File: src/rtl/apb_ram_bus_master.sv
// Fabric-side APB3 initiator for the RamBus register map: one command per handshake,
// one SETUP/ACCESS transfer with PREADY timeout, response held until consumed.
module apb_ram_bus_master #(
  parameter int unsigned ADDR_W         = 14,
  parameter int unsigned DATA_W         = 32,
  parameter int unsigned TIMEOUT_CYCLES = 1024
) (
  input  logic              clk,
  input  logic              FAB_RESET_N,
  input  logic              CmdValid,
  output logic              CmdReady,
  input  logic              CmdWrite,
  input  logic [ADDR_W-1:0] CmdAddr,
  input  logic [DATA_W-1:0] CmdWData,
  output logic              RspValid,
  input  logic              RspReady,
  output logic [DATA_W-1:0] RspRData,
  output logic              RspErr,
  output logic              RspTimeout,
  output logic [ADDR_W-1:0] PADDR,
  output logic              PSEL,
  output logic              PENABLE,
  output logic              PWRITE,
  output logic [DATA_W-1:0] PWDATA,
  input  logic [DATA_W-1:0] PRDATA,
  input  logic              PREADY,
  input  logic              PSLVERR
);

  typedef enum logic [1:0] {
    ST_IDLE   = 2'd0,
    ST_SETUP  = 2'd1,
    ST_ACCESS = 2'd2,
    ST_RESP   = 2'd3
  } state_t;

  // A zero timeout disables the abort; the compare value then never matters.
  localparam logic        TO_EN   = (TIMEOUT_CYCLES != 32'd0);
  localparam logic [15:0] TO_LAST = 16'(TIMEOUT_CYCLES - 32'd1);

  state_t              state_r, next_state_s;
  logic [15:0]         cnt_r, cnt_nxt_s;
  logic [ADDR_W-1:0]   paddr_r, paddr_nxt_s;
  logic [DATA_W-1:0]   pwdata_r, pwdata_nxt_s;
  logic                pwrite_r, pwrite_nxt_s;
  logic                psel_r, penable_r;
  logic                cmd_ready_r, rsp_valid_r;
  logic [DATA_W-1:0]   rdata_r, rdata_nxt_s;
  logic                err_r, err_nxt_s;
  logic                to_r, to_nxt_s;
  logic                timeout_s;

  assign timeout_s = TO_EN && (cnt_r == TO_LAST);

  // State and all registered outputs.
  always_ff @(posedge clk) begin
    if (!FAB_RESET_N) begin
      state_r     <= ST_IDLE;
      cnt_r       <= 16'd0;
      paddr_r     <= {ADDR_W{1'b0}};
      pwdata_r    <= {DATA_W{1'b0}};
      pwrite_r    <= 1'b0;
      psel_r      <= 1'b0;
      penable_r   <= 1'b0;
      cmd_ready_r <= 1'b1;
      rsp_valid_r <= 1'b0;
      rdata_r     <= {DATA_W{1'b0}};
      err_r       <= 1'b0;
      to_r        <= 1'b0;
    end else begin
      state_r     <= next_state_s;
      cnt_r       <= cnt_nxt_s;
      paddr_r     <= paddr_nxt_s;
      pwdata_r    <= pwdata_nxt_s;
      pwrite_r    <= pwrite_nxt_s;
      psel_r      <= (next_state_s == ST_SETUP) || (next_state_s == ST_ACCESS);
      penable_r   <= (next_state_s == ST_ACCESS);
      cmd_ready_r <= (next_state_s == ST_IDLE);
      rsp_valid_r <= (next_state_s == ST_RESP);
      rdata_r     <= rdata_nxt_s;
      err_r       <= err_nxt_s;
      to_r        <= to_nxt_s;
    end
  end

  // Next-state decode; PREADY takes priority over timeout expiry.
  always_comb begin
    next_state_s = state_r;
    case (state_r)
      ST_IDLE: begin
        if (CmdValid) next_state_s = ST_SETUP;
        else          next_state_s = ST_IDLE;
      end
      ST_SETUP: next_state_s = ST_ACCESS;
      ST_ACCESS: begin
        if (PREADY || timeout_s) next_state_s = ST_RESP;
        else                     next_state_s = ST_ACCESS;
      end
      ST_RESP: begin
        if (RspReady) next_state_s = ST_IDLE;
        else          next_state_s = ST_RESP;
      end
      default: next_state_s = ST_IDLE;
    endcase
  end

  // Next values of the datapath registers.
  always_comb begin
    cnt_nxt_s    = cnt_r;
    paddr_nxt_s  = paddr_r;
    pwdata_nxt_s = pwdata_r;
    pwrite_nxt_s = pwrite_r;
    rdata_nxt_s  = rdata_r;
    err_nxt_s    = err_r;
    to_nxt_s     = to_r;
    case (state_r)
      ST_IDLE: begin
        if (CmdValid) begin
          paddr_nxt_s  = CmdAddr;
          pwdata_nxt_s = CmdWData;
          pwrite_nxt_s = CmdWrite;
          cnt_nxt_s    = 16'd0;
          rdata_nxt_s  = {DATA_W{1'b0}};
          err_nxt_s    = 1'b0;
          to_nxt_s     = 1'b0;
        end else begin
          cnt_nxt_s    = cnt_r;
        end
      end
      ST_SETUP: cnt_nxt_s = cnt_r;
      ST_ACCESS: begin
        cnt_nxt_s = cnt_r + 16'd1;
        if (PREADY) begin
          rdata_nxt_s = (!pwrite_r && !PSLVERR) ? PRDATA : {DATA_W{1'b0}};
          err_nxt_s   = PSLVERR;
          to_nxt_s    = 1'b0;
        end else if (timeout_s) begin
          rdata_nxt_s = {DATA_W{1'b0}};
          err_nxt_s   = 1'b1;
          to_nxt_s    = 1'b1;
        end else begin
          rdata_nxt_s = rdata_r;
        end
      end
      ST_RESP: cnt_nxt_s = cnt_r;
      default: cnt_nxt_s = 16'd0;
    endcase
  end

  assign CmdReady   = cmd_ready_r;
  assign RspValid   = rsp_valid_r;
  assign RspRData   = rdata_r;
  assign RspErr     = err_r;
  assign RspTimeout = to_r;
  assign PADDR      = paddr_r;
  assign PSEL       = psel_r;
  assign PENABLE    = penable_r;
  assign PWRITE     = pwrite_r;
  assign PWDATA     = pwdata_r;

endmodule
File: config.mk
export PLATFORM = sky130hd
export DESIGN_NAME = apb_ram_bus_master
export DESIGN_NICKNAME = d
export VERILOG_FILES = /design/src/rtl/apb_ram_bus_master.sv
export SDC_FILE = /design/constraint.sdc
export NUM_CORES = 1
export LEC_CHECK = 0
export CAP_MARGIN = 20
export CORE_ASPECT_RATIO = 1.25
export CORE_MARGIN = 2
export CORE_UTILIZATION = 44
export DETAILED_ROUTE_END_ITERATION = 10
export GPL_ROUTABILITY_DRIVEN = 0
export PLACE_DENSITY = 0.84
export SETUP_SLACK_MARGIN = 0.3
export SYNTH_ARGS = -nofsm -noshare
export SYNTH_HDL_FRONTEND = slang
export SYNTH_SLANG_ARGS = --single-unit
File: constraint.sdc
create_clock -name clk -period 3.9 [get_ports clk]
set_clock_uncertainty 0.05 [all_clocks]
set_input_delay 0.39 -clock clk [delete_from_list [all_inputs] [get_ports clk]]
set_output_delay 0.39 -clock clk [all_outputs]
set_load 0.02 [all_outputs]
== Yosys cells after proc, flatten, opt, wreduce, memory -nomap -nowiden ==
Index checks and enable logic that the tools add are counted.
Widths: inputs -> output; s select.

* $add $sub $neg: 1
* Bitwise gates (word level): 1
* Div/mod/pow operators: 0
* Shift operators: 0
* Eq/ne operators: 9
* Multiplexer cells: 17
* $lt $le $gt $ge: 0
* $mul: 0
* Reduce and logical (&&, ||, !) cells: 12

{| class="wikitable"
|+ Operator list
! cell !! count
|-
| $mux 32 || 4
|-
| $pmux 32 s2 || 1
|-
| $pmux 16 s2 || 1
|-
| $add 16x1->16 const B || 1
|-
| $eq 16x10->1 const B || 1
|-
| $mux 16 || 1
|-
| $eq 2x2->1 const B || 4
|-
| $pmux 2 s4 || 1
|-
| $mux 1 || 6
|-
| $eq 2x1->1 const B || 2
|-
| $logic_not 2->1 || 2
|-
| $pmux 1 s2 || 2
|-
| $reduce_and 2->1 || 2
|-
| $ne 3x3->1 const B || 1
|-
| $reduce_and 3->1 || 1
|-
| $logic_not 1->1 || 2
|-
| $logic_or 1x1->1 || 2
|-
| $mux 2 || 1
|-
| $ne 2x2->1 const B || 1
|-
| $reduce_bool 2->1 || 1
|-
| $reduce_or 2->1 || 1
|-
| $logic_and 1x1->1 || 1
|-
| $not 1->1 || 1
|}

* Logic and storage cells: 52
* RAM bits: 0
* Bits in read-only memories: 0
* Memories kept: 0
* Flip-flop bits (word level): 103
* Latch bits: 0

== Depth between registers and ports, before layout ==
* Depth after elaboration: 6
* Gate-level depth with buffers: 7
* Mapped depth without buffers: 7

== Worst setup path after synthesis ==
Ideal clock, no wire load.

* Kind: reg2reg
* From: register cnt_r[11]
* To: register psel_r, in the netlist PSEL
* Period minus slack after synthesis: 2.167 ns
* Stages on the path, launching flop included: 8
* Required time: 3.735 ns
* Arrival: 2.002 ns
* Slack: 1.733 ns
* Path buffers: 0
* Cells stage by stage: dfxtp_1 > or4_1 > nor4_2 > a41o_2 > o31a_1 > inv_1 > ha_1 > and2_1

* Longest elaborated chain between the ends: 6

{| class="wikitable"
|+ RTL lines
! item !! line !! source
|-
| from (decl) || 42 || <nowiki>logic [15:0] cnt_r, cnt_nxt_s;</nowiki>
|-
| from (signal assigned) || 72 || <nowiki>cnt_r <= cnt_nxt_s;</nowiki>
|-
| $eq 16x10->1 * || 53 || <nowiki>assign timeout_s = TO_EN && (cnt_r == TO_LAST);</nowiki>
|-
| $logic_or 1x1->1 * || 96 || <nowiki>if (PREADY || timeout_s) next_state_s = ST_RESP;</nowiki>
|-
| $mux 1 * || 96 ||
|-
| $pmux 2 s4 * || 89 || <nowiki>case (state_r)</nowiki>
|-
| net next_state_s[0] || 41 || <nowiki>state_t state_r, next_state_s;</nowiki>
|-
| $eq 2x1->1 or $eq 2x2->1 (tied branches) || 76 || <nowiki>psel_r <= (next_state_s == ST_SETUP) || (next_state_s == ST_ACCESS);</nowiki>
|-
| $logic_or 1x1->1 * || 76 ||
|-
| to (signal assigned) || 76 ||
|-
| to (decl) || 46 || <nowiki>logic psel_r, penable_r;</nowiki>
|}

Mark *: on every way through the listed nets, which the timed path passes. The rest lies on a longest branch.
A chain may end at the register's enable or synchronous reset.

== Worst setup path after layout ==
Same ends and word-level chain as after synthesis.

==> impl_results.md <==
- # setup viols final: 0
- Pwr/cell area: between 300 and 400 nW/um^2
- WL met3: about 660 um
- Hold_sp: PWDATA[2]
- # IOs: 170
- DP Worst Slack: 1.431 ns
- Die Y: ~110 um
- Final hold violations: 0
- Port bufs: around 170
- Synth async-reset ratio: 0%
- Met1 Wirelength: 4167 um
- R2R Setup Slk: 1.56 ns
- CTS sink cnt: 103
- Least-Margin Pin Slew: 1.072 ns
- Total core area: ~8200 um^2
- Syn Nets: 506
- Initial drt markers: 191
- Synth Instances: around 420
- Main flop type after synthesis: dfxtp_1
- Max_cap viols: 0
- Largest net degree at the start of global routing: 58
- Post-CTS setup buffers: 0
- Distinct cells, synth: 38
- CP required: 4.10 ns
- Number of synthesized flops with an enable pin: 0
- Critical path endpoint category: flip-flop
- Post-route DRC violation count: 0
- Worst min path class: flip-flop to flip-flop
- Yosys warnings: 0
- Site row count: 37
- Final wirelength: 10010 um
- Crit-path max cell delay: 0.54 ns
- Worst vdd ir: 195.3 uV
- Simple-Gate Fraction of Synth Area: 19.66%
- Via count: 3482
- Final nets: 663
- Overall routing resource usage: 21.10%
- Hold Crit Depth: 2
- Crit-path slowest cell: or4_1
- Final period util: 59.91%
- Vias per cell: 5.159
- Register area share after synthesis: 55.21%
- Max FO, Critical Path: 7
- Hold Buf Count CTS: 0
- Post-CTS sizing: 0
- Area Overhead vs Synth: 51.06%
- Post-synthesis compound-gate area fraction: 19.93%
- Die area: 9246 um^2
- Post-Synth XOR/XNOR Area: 0%
- CTS Buffer Depth: 2
- Cts bufs inserted: 9
- Setup ws final: roughly 1.6 ns
- Wire per inst: 14.82 um
- Sum of negative setup slack: 0 ns
- Run status: finished, final reports clean
- Fmax: 428.0 MHz
- Vias in the first global route: 3298
- Gr ovfl total: 0
- H-tree lvl count: 3
- Adder-cell share of the synthesized area: 1.340%
- CTS tree: built
- Worst path cell trace: or4_1 > nor4_2 > a41o_2 > o31a_1 > inv_1 > ha_1 > and2_1
- DRT Pass-1 Iters: 5
- Placed cells: 660
- Die width: 86.41 um
- Clk slew on worst S/H paths: 0.09 ns
- Slew headroom: 28.29%
- Mux contribution to synthesized area: 0%
- Top Layer Used: met4
- Worst EP arrival: 2.54 ns
- Starting Density: 45.32%
- Share of layout cells above drive strength 1: under 10%
- First-pass GRT wire length: roughly 16000 um
- Final HPWL DP: 7152 um
- Reg-to-Reg End: PSEL
- Met2 WL post-DR: approximately 5000 um
- Critical path class: flip-flop to flip-flop
- Register bit count reported by yosys: 103
- Initial antenna violation count: 0
- Hold EP: PWDATA[2]
- Syn Area/Cell: 8.956 um^2
- Worst-Skew Late Latency: 0.35 ns
- Clock Root Buffer: clkbuf_8
- Post-route insts no fill: 675
- Synth Cell Area: 3735 um^2
- Reg2reg path depth: 7
- Final Max Slew Viols: 0
- Leakage: 2.094 nW
- ANT cells: 0
- Worst Setup Start Kind: flip-flop
- Unrepaired setup endpoints after global routing: false
- Main combinational cell family by area after synthesis: compound AO/OA/AOI/OAI gates
- Reg-to-Reg Start: cnt_r[11]
- DRT antenna net count: 0
- Fin crit period: 2.337 ns
==> cells in the final DEF, fill, tap and decap left out, types with 2 or more instances in the layout <==
cell type        instances
clkdlybuf4s50_1        169
dfxtp_1                103
nand2_1                102
a21oi_1                 64
a22o_1                  32
nor2_1                  14
nand3_1                 13
clkbuf_8                12
and2_1                   6
o21ai_0                  6
and3_1                   5
nand4_1                  5
buf_4                    5
or2_2                    4
ha_1                     4
inv_1                    3
a31oi_1                  3
clkbuf_1                 3
nor4_2                   2
nand2b_1                 2
or3_1                    2
nor3_1                   2
==> logic make-up after synthesis <==
group | count (synthesis)
fa+ha+maj | 4
compound gates | 115
flops | 103
simple gates | 163
buf+inv | 32
==> power by group <==
part	leakage, nW	internal [W]	switching [W]	total (W)
clock network	0.0898	0.000283	0.000327	0.000610
registers	0.838	0.00110	0.0000296	0.00113
logic	1.17	0.000210	0.000222	0.000432
total	2.09	0.00160	0.000579	0.00218
==> cells in the mapped netlist, types with 2 or more instances <==
master	instances	area share, %
buf_6	3	0.90
a22o_1	32	7.5
nand4_1	5	0.84
ha_1	4	1.3
inv_1	4	0.40
and3_1	5	0.84
o21ai_0	6	0.80
clkbuf_1	21	2.1
nor3_1	2	0.27
a21oi_1	64	8.6
or2_2	4	0.67
nor2_1	14	1.4
nand2b_1	2	0.33
a31oi_1	3	0.50
buf_1	3	0.30
and2_1	6	1.0
nand2_1	103	10
dfxtp_1	103	55
or3_1	2	0.33
nand3_1	13	1.7
==> state kept, by name, summed over array words and instances, names as in the netlist, 2 cells and up <==
| name | count |
|---|---|
| PWDATA | 32 |
| cnt_r | 16 |
| state_r | 2 |
| PADDR | 14 |
| RspRData | 32 |
==> critical path, delay by kind of cell (launching register included) <==
kind / cells / cell delay (ns)
flops: 1 / 0.37
fa+ha+maj: 1 / 0.28
buf+inv: 1 / 0.07
compound gates: 2 / 0.48
simple gates: 3 / 0.98
==> worst max-delay path by stage <==
stage / start / endpoint / slack, ns / cells past startpoint
floorplan: cnt_r[11] / PSEL / 1.73 / 7
finish: cnt_r[11] / PSEL / 1.56 / 7
detailed placement: CmdValid / PSEL / 1.43 / 9
global placement: CmdValid / PSEL / 1.45 / 9
CTS: cnt_r[11] / PSEL / 1.56 / 7
global route: state_r[1] / RspRData[0] / 1.38 / 5
==> per-stage QoR <==
stage                     util (%)  power, W  area (um^2)  hold WS (ns)
after floorplan                  -  0.001373         3735        0.4045
after global placement       66.32  0.001582         5465        0.3912
after detailed placement     66.32  0.001593         5465        0.3972
after CTS                    68.46  0.002193         5642        0.4093
after global routing         68.46  0.002271         5642        0.4200
final                        68.46  0.002177         5642        0.4065
==> per-layer routing <==
layer / GRT usage [%] / vias to the layer above
met1: 24.73 / 1590
met3: 4.234 / 16
met4: 8.929 / 0
met5: 0 / -
met2: 36.98 / 125
li1: - / 1751
==> area by class of cell <==
class / instances / area [um^2]
fillers: 659 / 2599
flip-flops and latches: 103 / 2062
repair buffers: 174 / 1729
multi-input cells: 282 / 1538
clock buffers: 15 / 176.4
well taps: 97 / 121.4
inverters: 4 / 15.01
Power figures use the tool's default switching activity.
